--- src/rtl/bist_pkg.sv ---
// rtl/bist_pkg.sv - shared types, LFSR tap table and MISR polynomial for the BIST sequencer
package bist_pkg;

  typedef enum logic [1:0] {IDLE, RUN, CMP} bist_state_t;

  // Signature shift polynomial for the 16-bit MISR
  localparam logic [15:0] MISR_POLY = 16'h1021;

  // One tap (numbered from 1) as a bit mask; tap number 0 means unused
  function automatic logic [63:0] tap(input int n);
    tap = (n > 0) ? (64'd1 << (n - 1)) : 64'd0;
  endfunction

  function automatic logic [63:0] taps4(input int a, input int b, input int c, input int d);
    taps4 = tap(a) | tap(b) | tap(c) | tap(d);
  endfunction

  // Maximal-length Fibonacci tap mask for an LFSR of width w
  function automatic logic [63:0] lfsr_taps(input int w);
    case (w)
      2:  lfsr_taps = taps4(2, 1, 0, 0);
      3:  lfsr_taps = taps4(3, 2, 0, 0);
      4:  lfsr_taps = taps4(4, 3, 0, 0);
      5:  lfsr_taps = taps4(5, 3, 0, 0);
      6:  lfsr_taps = taps4(6, 5, 0, 0);
      7:  lfsr_taps = taps4(7, 6, 0, 0);
      8:  lfsr_taps = taps4(8, 6, 5, 4);
      9:  lfsr_taps = taps4(9, 5, 0, 0);
      10: lfsr_taps = taps4(10, 7, 0, 0);
      11: lfsr_taps = taps4(11, 9, 0, 0);
      12: lfsr_taps = taps4(12, 6, 4, 1);
      13: lfsr_taps = taps4(13, 4, 3, 1);
      14: lfsr_taps = taps4(14, 5, 3, 1);
      15: lfsr_taps = taps4(15, 14, 0, 0);
      16: lfsr_taps = taps4(16, 15, 13, 4);
      17: lfsr_taps = taps4(17, 14, 0, 0);
      18: lfsr_taps = taps4(18, 11, 0, 0);
      19: lfsr_taps = taps4(19, 6, 2, 1);
      20: lfsr_taps = taps4(20, 17, 0, 0);
      21: lfsr_taps = taps4(21, 19, 0, 0);
      22: lfsr_taps = taps4(22, 21, 0, 0);
      23: lfsr_taps = taps4(23, 18, 0, 0);
      24: lfsr_taps = taps4(24, 23, 22, 17);
      25: lfsr_taps = taps4(25, 22, 0, 0);
      26: lfsr_taps = taps4(26, 6, 2, 1);
      27: lfsr_taps = taps4(27, 5, 2, 1);
      28: lfsr_taps = taps4(28, 25, 0, 0);
      29: lfsr_taps = taps4(29, 27, 0, 0);
      30: lfsr_taps = taps4(30, 6, 4, 1);
      31: lfsr_taps = taps4(31, 28, 0, 0);
      32: lfsr_taps = taps4(32, 22, 2, 1);
      33: lfsr_taps = taps4(33, 20, 0, 0);
      34: lfsr_taps = taps4(34, 27, 2, 1);
      35: lfsr_taps = taps4(35, 33, 0, 0);
      36: lfsr_taps = taps4(36, 25, 0, 0);
      37: lfsr_taps = taps4(37, 5, 4, 3) | taps4(2, 1, 0, 0);
      38: lfsr_taps = taps4(38, 6, 5, 1);
      39: lfsr_taps = taps4(39, 35, 0, 0);
      40: lfsr_taps = taps4(40, 38, 21, 19);
      41: lfsr_taps = taps4(41, 38, 0, 0);
      42: lfsr_taps = taps4(42, 41, 20, 19);
      43: lfsr_taps = taps4(43, 42, 38, 37);
      44: lfsr_taps = taps4(44, 43, 18, 17);
      45: lfsr_taps = taps4(45, 44, 42, 41);
      46: lfsr_taps = taps4(46, 45, 26, 25);
      47: lfsr_taps = taps4(47, 42, 0, 0);
      48: lfsr_taps = taps4(48, 47, 21, 20);
      49: lfsr_taps = taps4(49, 40, 0, 0);
      50: lfsr_taps = taps4(50, 49, 24, 23);
      51: lfsr_taps = taps4(51, 50, 36, 35);
      52: lfsr_taps = taps4(52, 49, 0, 0);
      53: lfsr_taps = taps4(53, 52, 38, 37);
      54: lfsr_taps = taps4(54, 53, 18, 17);
      55: lfsr_taps = taps4(55, 31, 0, 0);
      56: lfsr_taps = taps4(56, 55, 35, 34);
      57: lfsr_taps = taps4(57, 50, 0, 0);
      58: lfsr_taps = taps4(58, 39, 0, 0);
      59: lfsr_taps = taps4(59, 58, 38, 37);
      60: lfsr_taps = taps4(60, 59, 0, 0);
      61: lfsr_taps = taps4(61, 60, 46, 45);
      62: lfsr_taps = taps4(62, 61, 6, 5);
      63: lfsr_taps = taps4(63, 62, 0, 0);
      64: lfsr_taps = taps4(64, 63, 61, 60);
      default: lfsr_taps = taps4(w, w - 1, 0, 0);
    endcase
  endfunction

  // MISR feedback polynomial by signature width
  function automatic logic [63:0] misr_poly(input int w);
    case (w)
      8:       misr_poly = 64'h1D;
      16:      misr_poly = {48'd0, MISR_POLY};
      32:      misr_poly = 64'h04C1_1DB7;
      default: misr_poly = 64'h3;
    endcase
  endfunction

endpackage

--- src/rtl/bist_lfsr.sv ---
// rtl/bist_lfsr.sv - Fibonacci LFSR pattern source with seed load and single-step control
module bist_lfsr
  import bist_pkg::*;
#(
  parameter int              WIDTH = 35,
  parameter logic [WIDTH-1:0] SEED = 1
) (
  input  logic             clk,
  input  logic             rst,
  input  logic             load,
  input  logic             step,
  output logic [WIDTH-1:0] next_state,
  output logic [WIDTH-1:0] seed_state
);

  localparam logic [WIDTH-1:0] TAPS  = WIDTH'(lfsr_taps(WIDTH));
  // An all-zero seed would lock the register, so it is promoted to 1
  localparam logic [WIDTH-1:0] START = (SEED == '0) ? WIDTH'(1) : SEED;

  logic [WIDTH-1:0] state;

  assign next_state = {state[WIDTH-2:0], ^(state & TAPS)};
  assign seed_state = START;

  // Pattern register: restart from the seed on load, advance one step on request
  always_ff @(posedge clk) begin
    if (rst) begin
      state <= START;
    end else if (load) begin
      state <= START;
    end else if (step) begin
      state <= next_state;
    end
  end

endmodule

--- src/rtl/netlist_bist_ctrl.sv ---
// rtl/netlist_bist_ctrl.sv - BIST sequencer: LFSR vectors in, MISR signature out, golden compare
module netlist_bist_ctrl
  import bist_pkg::*;
#(
  parameter int                N_IN        = 35,
  parameter int                N_OUT       = 1,
  parameter int                MISR_W      = 16,
  parameter int                PATTERN_CNT = 1024,
  parameter int                SETTLE_CYC  = 1,
  parameter logic [N_IN-1:0]   LFSR_SEED   = 1,
  parameter logic [MISR_W-1:0] GOLDEN      = '0,
  localparam int               PW          = $clog2(PATTERN_CNT + 1)
) (
  input  logic              clk,
  input  logic              rst,
  input  logic              start,
  input  logic              abort,
  output logic              busy,
  output logic              done,
  output logic              pass,
  output logic [MISR_W-1:0] signature,
  output logic [PW-1:0]     pat_idx,
  output logic [N_IN-1:0]   dut_in,
  input  logic [N_OUT-1:0]  dut_out
);

  localparam int                SW          = (SETTLE_CYC > 0) ? $clog2(SETTLE_CYC + 1) : 1;
  localparam logic [SW-1:0]     SETTLE_LAST = SW'(SETTLE_CYC);
  localparam logic [PW-1:0]     PAT_LAST    = PW'(PATTERN_CNT - 1);
  localparam logic [PW-1:0]     PAT_END     = PW'(PATTERN_CNT);
  localparam logic [MISR_W-1:0] POLY        = MISR_W'(misr_poly(MISR_W));

  bist_state_t       state, state_next;
  logic [SW-1:0]     settle_cnt;
  logic [MISR_W-1:0] misr, misr_fb, misr_step;
  logic [N_IN-1:0]   lfsr_next, lfsr_seed;
  logic              load, capture, finish, cancel;

  bist_lfsr #(
    .WIDTH (N_IN),
    .SEED  (LFSR_SEED)
  ) u_lfsr (
    .clk        (clk),
    .rst        (rst),
    .load       (load),
    .step       (capture),
    .next_state (lfsr_next),
    .seed_state (lfsr_seed)
  );

  assign misr_fb   = misr[MISR_W-1] ? POLY : '0;
  assign misr_step = {misr[MISR_W-2:0], misr[MISR_W-1]} ^ misr_fb ^ MISR_W'(dut_out);
  assign busy      = (state != IDLE);
  assign signature = misr;

  // FSM state register
  always_ff @(posedge clk) begin
    if (rst) begin
      state <= IDLE;
    end else begin
      state <= state_next;
    end
  end

  // Next state and per-cycle strobes; abort always takes priority over start and capture
  always_comb begin
    state_next = state;
    load       = 1'b0;
    capture    = 1'b0;
    finish     = 1'b0;
    cancel     = 1'b0;
    unique case (state)
      IDLE: begin
        if (start && !abort) begin
          load       = 1'b1;
          state_next = RUN;
        end
      end
      RUN: begin
        if (abort) begin
          cancel     = 1'b1;
          state_next = IDLE;
        end else if (settle_cnt == SETTLE_LAST) begin
          capture = 1'b1;
          if (pat_idx == PAT_LAST) begin
            state_next = CMP;
          end
        end
      end
      CMP: begin
        if (abort) begin
          cancel = 1'b1;
        end else begin
          finish = 1'b1;
        end
        state_next = IDLE;
      end
      default: state_next = IDLE;
    endcase
  end

  // Settle and pattern counters; pat_idx parks at PATTERN_CNT once the run has captured everything
  always_ff @(posedge clk) begin
    if (rst || load) begin
      settle_cnt <= '0;
      pat_idx    <= '0;
    end else if (capture) begin
      settle_cnt <= '0;
      if (pat_idx != PAT_END) begin
        pat_idx <= pat_idx + 1'b1;
      end
    end else if (state == RUN && !abort) begin
      settle_cnt <= settle_cnt + 1'b1;
    end
  end

  // Signature, applied vector, verdict and end-of-run pulse
  always_ff @(posedge clk) begin
    if (rst) begin
      misr   <= '0;
      dut_in <= '0;
      pass   <= 1'b0;
      done   <= 1'b0;
    end else begin
      done <= finish;
      if (load) begin
        misr   <= '0;
        dut_in <= lfsr_seed;
        pass   <= 1'b0;
      end else if (capture) begin
        misr   <= misr_step;
        dut_in <= lfsr_next;
      end else if (cancel) begin
        dut_in <= '0;
      end
      if (finish) begin
        pass <= (misr == GOLDEN);
      end
    end
  end

endmodule

--- config.mk ---
export PLATFORM = sky130hd
export DESIGN_NAME = netlist_bist_ctrl
export DESIGN_NICKNAME = d
export VERILOG_FILES = /design/src/rtl/bist_pkg.sv /design/src/rtl/bist_lfsr.sv /design/src/rtl/netlist_bist_ctrl.sv
export SDC_FILE = /design/constraint.sdc
export NUM_CORES = 1
export LEC_CHECK = 0
export CORE_MARGIN = 3
export CORE_UTILIZATION = 60
export DETAILED_ROUTE_END_ITERATION = 10
export DONT_BUFFER_PORTS = 1
export MAX_ROUTING_LAYER = met4
export PLACE_DENSITY = 0.85
export SLEW_MARGIN = 40
export SYNTH_ARGS = -nofsm -noshare
export SYNTH_HDL_FRONTEND = slang
export SYNTH_SLANG_ARGS = --single-unit
--- constraint.sdc ---
create_clock -name clk -period 4.8 [get_ports clk]
set_input_delay 1.2 -clock clk [delete_from_list [all_inputs] [get_ports clk]]
set_output_delay 1.2 -clock clk [all_outputs]
set_load 0.01 [all_outputs]
==> qor.txt, run 1 <==
status -> finished, final reports clean
I/O pin cnt -> 70
max-slew violation count -> 0
CTS root buffer -> clkbuf_8
routing usage on met1 -> 25.32%
complex-gate fraction of the synthesized area -> 16.83%
clk slew on worst S/H paths -> 0.09 ns
Power, Total -> 1.421 mW
Post-DP HPWL -> 4596 um
CP arrival -> 2.69 ns
DP Worst Slack -> 1.975 ns
share of layout cells above drive strength 1 -> 6.045%
post-synthesis mux area share -> 0.2634%
number of placement rows -> 28
CTS tree -> built
hold_buf cts -> 0
Hold Slack -> 0.4681 ns
Syn Area/Cell -> 9.112 um^2
Peak VDD IR -> 194.1 uV
FF-to-FF Start -> state[0]
Setup TNS -> 0 ns
Ys Warns -> 0
met3 global-route usage -> 7.781%
Detailed Route Iter0 Violations -> 126
DR vias/cell -> 5.814
Port Buffers -> 0
Max-Cap Viols -> 0
area used by multi-input combinational logic -> 1509 um^2
Final Hold Fails -> 0
DR DRC count -> 0
vias in the first global route -> 2532
Critical Path End Type -> register
CP delay by family, top -> simple AND/OR/NAND/NOR gates
worst slew pin tran -> 0.7480 ns
Yosys cell types -> 40
worst-path fanout max -> 37
GRT met2 Usage -> 30.16%
Relative slew margins -> 50.02%
die area -> 7324 um^2
slack of the critical path -> 2.347 ns
Post-synth EDFFs -> 0
Remaining Overflow, GRT -> 0
XOR/XNOR Fraction of Synth Area -> 2.766%
FF-to-FF End -> dut_in[29]
largest net degree at the start of global routing -> 54
Clock Tree Buf Depth -> 2
initial antenna violation count -> 0
Vias -> 2744
hold path start -> u_lfsr.state[33]
P_leak -> 1.301 nW
WL/cell -> 15.05 um
Post-Syn Area -> 3800 um^2
Routed WL -> 7104 um
number of buffers created by CTS -> 9
post-synthesis adder-cell area fraction -> 1.646%
crit start category -> primary input
fin nets -> 402
Synth Register Bits -> 102
Max stage delay cell, worst path -> nand2b_2
post-detailed-route count of antenna-violating nets -> 0
endpoints failing setup -> 0
Hold WC Path Type -> register to register
hold path depth -> 2
die width -> 85.58 um
Overall Global Routing Usage -> 20.41%
largest family of logic cells by synthesized area -> simple AND/OR/NAND/NOR gates
GPL Wtd Cong -> 0.8298
min cycle time layout -> 2.453 ns
simple-gate portion of the synthesized area -> 17.88%
grt peak-use layer -> met2
fillers -> 494
worst skew pair latency -> 0.35 ns
CP Cell Sequence -> nand3b_1 -> nand2b_2 -> and2b_2 -> a22o_1
RSZ-0062 raised after global routing -> no
Register Area -> 2042 um^2
first-pass GRT wire length -> 11870 um
Reg2Reg Depth -> 6
Tcrit/Tclk final -> 51.11%
core box area -> 6026 um^2
hold path endpoint -> u_lfsr.state[33]
Post-synth top flop -> dfxtp_1
Post-CTS Setup Inserts -> 0
Post-CTS Resized -> 0
slowest stage delay, CP -> 0.53 ns
CP bufs+invs -> 0
Worst R2R Setup Slack -> 2.50 ns
DRT Pass-1 Iters -> 5
fraction of registers with async set or reset after synthesis -> 0%
DIE HEIGHT -> 85.58 um
Syn Inst Count -> 417
Sink Count -> 102
# diodes -> 0
syn nets -> 427
CP Class -> primary input to register
fmax -> 407.6 MHz
Pwr Density -> 365.2 nW/um^2
Req. time, crit path -> 5.04 ns
Seq/Total Area, Yosys -> 53.74%
Setup Skew -> 0.01069 ns
initial core utilization -> 63.06%
Syn-to-layout area delta -> 2.404%
number of H-tree levels -> 3
## registers in the layout (all words and copies together) (netlist names)
register and flops:
dut_in 35, signature 16, settle_cnt 1, u_lfsr.state 35, state 2, pass 1
pat_idx 11, done 1
## stage by stage
| step | util, % | instance area (um^2) | cells |
|---|---|---|---|
| after floorplan | - | 3800 | 417 |
| after global placement | 61.19 | 3687 | 456 |
| after detailed placement | 61.30 | 3694 | 456 |
| after CTS | 64.58 | 3891 | 472 |
| after global routing | 64.58 | 3891 | 472 |
| final | 64.58 | 3891 | 472 |
## power breakdown
part / internal [mW] / total, mW / switching (mW) / leakage (nW)
Sequential: 0.849 / 0.852 / 0.00322 / 0.822
Clock: 0.245 / 0.521 / 0.276 / 0.101
Combinational: 0.0112 / 0.0480 / 0.0368 / 0.379
## logic make-up (layout without fill, tap and decap cells)
kind of cell	after synthesis	after routing
simple gates	154	154
flops	102	102
compound gates	97	97
buf+inv	46	26
xor+xnor	12	12
fa+ha+maj	5	5
mux	1	1
## synth_stat cells (4+ instances only)
library cell	number	area, um^2
nor4_1	7	43.79
xor2_1	4	35.03
clkbuf_1	14	52.55
buf_4	14	105.1
a21oi_1	53	265.3
nand3_1	5	25.02
a22o_1	33	289.0
dfxtp_1	102	2042
nand2_1	100	375.4
nand4_1	5	31.28
nor2_1	17	63.81
ha_1	5	62.56
buf_6	4	45.04
buf_2	5	25.02
nand2b_1	4	25.02
inv_1	7	26.28
xnor2_1	8	70.07
## cells in the final DEF, fill, tap and decap left out, types with 7 or more instances in the layout
cell type,instances
nor4_1,7
a21oi_1,53
nand2_1,100
xnor2_1,8
a22o_1,33
nor2_1,16
clkbuf_8,9
inv_1,7
dfxtp_1,102
## how the worst max path moves through the flow
stage                      from         end  slack (ns)  cells after the start
after floorplan           abort  dut_in[10]        2.55                      7
after global routing      abort  dut_in[33]        2.18                      4
after global placement    abort  dut_in[22]        1.63                      4
after detailed placement  abort  dut_in[26]        1.98                      4
after CTS                 abort  dut_in[32]        2.34                      4
final                     abort  dut_in[29]        2.35                      4
## metal layers
layer,vias to the layer above,share of wire (%)
li1,1364,-
met1,1294,45
met2,76,46
met3,10,8.5
met4,0,1.4
met5,-,0
## area by class of cell
class	instances	area share [%]
clock buffer	10	3.280
clock inverter	6	1.801
sequential	102	52.48
tap	75	2.412
multi-input combinational	269	38.78
timing repair buffer	3	0.5788
inverter	7	0.6752
## worst min-delay path, stage by stage, from the launching register on
cell	delay (ns)
dfxtp_1	0.32
nand2_1	0.05
a21oi_1	0.06
Power figures use the tool's default switching activity.
==> run 2: changes to the inputs <==
- clock period: 4.8 -> 2.3 ns (I/O delays scaled with it)
==> run 2 against run 1 <==
Effect of this change: count of clock-buffer cells in the layout fell by 1; critical endpoint is now dut_in[6]; register-to-register slack worse by 2.1 ns; setup slack lost 2.0 ns; critical path depth up 2; via count increased by 0.84%; clock power is 110% higher; critical path type is now register to register; cell count grew 0.64%; total power grew 110%; combinational power rose by 110%; largest power group unchanged; die area unchanged; sequential power is 110% higher.
==> qor.txt, run 2 (same netlist as run 1, synthesis figures left out) <==
final design utilization -> 64.87%
WL/cell -> 15.75 um
Remaining Overflow, GRT -> 0
Post-CTS Resized -> 0
die width -> 85.58 um
DP Worst Slack -> 0.3757 ns
worst slew pin tran -> 0.6368 ns
DIE HEIGHT -> 85.58 um
Detailed Route Iter0 Violations -> 170
Port Buffers -> 0
Setup TNS -> 0 ns
Peak VDD IR -> 576.5 uV
Vias -> 2767
worst-path fanout max -> 33
clk slew on worst S/H paths -> 0.10 ns
hold_buf cts -> 0
worst skew pair latency -> 0.36 ns
leading cell type in the layout, fill and taps excluded -> dfxtp_1
vias in the first global route -> 2544
Post-DP HPWL -> 4994 um
Post-CTS Setup Inserts -> 0
Clock Tree Buf Depth -> 2
fin nets -> 405
DRT Pass-1 Iters -> 4
CTS tree -> built
first-pass GRT wire length -> 12480 um
# diodes -> 0
fmax -> 521.3 MHz
Critical Path End Type -> register
Relative slew margins -> 57.55%
CTS root buffer -> clkbuf_8
Non-Filler Instances -> 475
I/O pin cnt -> 70
Routed WL -> 7482 um
Final Hold Fails -> 0
share of layout cells above drive strength 1 -> 7.000%
largest net degree at the start of global routing -> 64
DR vias/cell -> 5.825
CP Cell Sequence -> inv_1 -> ha_1 -> and3b_2 -> a21oi_2 -> and2b_2 -> a22o_1
Max stage delay cell, worst path -> and2b_2
GPL Wtd Cong -> 0.8196
number of placement rows -> 28
status -> finished, final reports clean
CP arrival -> 2.21 ns
Hold Slack -> 0.2761 ns
Req. time, crit path -> 2.59 ns
initial antenna violation count -> 0
Setup Skew -> 0.01566 ns
slack of the critical path -> 0.3816 ns
most frequent cells in the layout -> dfxtp_1, nand2_1, a21oi_1
max-slew violation count -> 0
fillers -> 499
Overall Global Routing Usage -> 21.49%
number of buffers created by CTS -> 9
Hold WC Path Type -> primary input to register
DR DRC count -> 0
post-detailed-route count of antenna-violating nets -> 0
min cycle time layout -> 1.918 ns
Sink Count -> 102
CP Class -> register to register
Max-Cap Viols -> 0
die area -> 7324 um^2
RSZ-0062 raised after global routing -> no
Pwr Density -> 758.4 nW/um^2
Tcrit/Tclk final -> 83.41%
P_leak -> 1.316 nW
placed cell count -> 459
Syn-to-layout area delta -> 2.865%
core box area -> 6026 um^2
number of H-tree levels -> 3
initial core utilization -> 63.06%
crit start category -> register
slowest stage delay, CP -> 0.56 ns
endpoints failing setup -> 0
## run 2: changes by cell type in the layout (fill, tap and decap cells not counted), sizes merged
| cell | delta |
|---|---|
| buf | +3 |
| inv | +3 |
| bufinv | -1 |
| clkbuf | -1 |
| clkinv | -1 |
## run 2: where the power goes
part | internal (mW) | total (mW) | switching [mW]
logic | 0.0239 | 0.102 | 0.0781
clock network | 0.430 | 1.08 | 0.654
registers | 1.77 | 1.78 | 0.00698
## run 2: metal layers
metal | GRT usage (%) | vias up | routed length [um]
met5 | - | - | 0
met1 | 27.01 | 1318 | 3353
met2 | 32.49 | 74 | 3548
met4 | 7.770 | 0 | 85
li1 | - | 1367 | -
met3 | 7.012 | 8 | 495
## run 2: final cells by class
class | count | area, um^2 | share of cell area, %
repair buffers | 6 | 45.04 | 1.152
clock buffers | 9 | 123.9 | 3.169
well taps | 75 | 93.84 | 2.401
clock inverters | 7 | 73.82 | 1.889
multi-input cells | 269 | 1504 | 38.48
flip-flops and latches | 102 | 2042 | 52.24
inverters | 7 | 26.28 | 0.6722
## run 2: critical path, delay by kind of cell (launching register included)
kind                       cells  cell delay [ns]
and+or+nand+nor                2             0.78
AOI/OAI and AO/OA              2             0.38
DFF                            1             0.37
adders and majority gates      1             0.23
buffers and inverters          1             0.07
## run 2: final timing paths
| path | start | to | slack (ns) | cells after the start |
|---|---|---|---|---|
| max | state[1] | dut_in[6] | 0.38 | 6 |
| min | rst | state[0] | 0.28 | 1 |
| max reg2reg | state[1] | dut_in[6] | 0.38 | 6 |
| min reg2reg | u_lfsr.state[33] | u_lfsr.state[33] | 0.46 | 2 |
## run 2: stage by stage
step,area [um^2],total power [mW]
floorplan,3800,1.912
global placement,3710,1.919
detailed placement,3711,1.921
CTS,3909,2.992
global route,3909,3.074
finish,3909,2.964
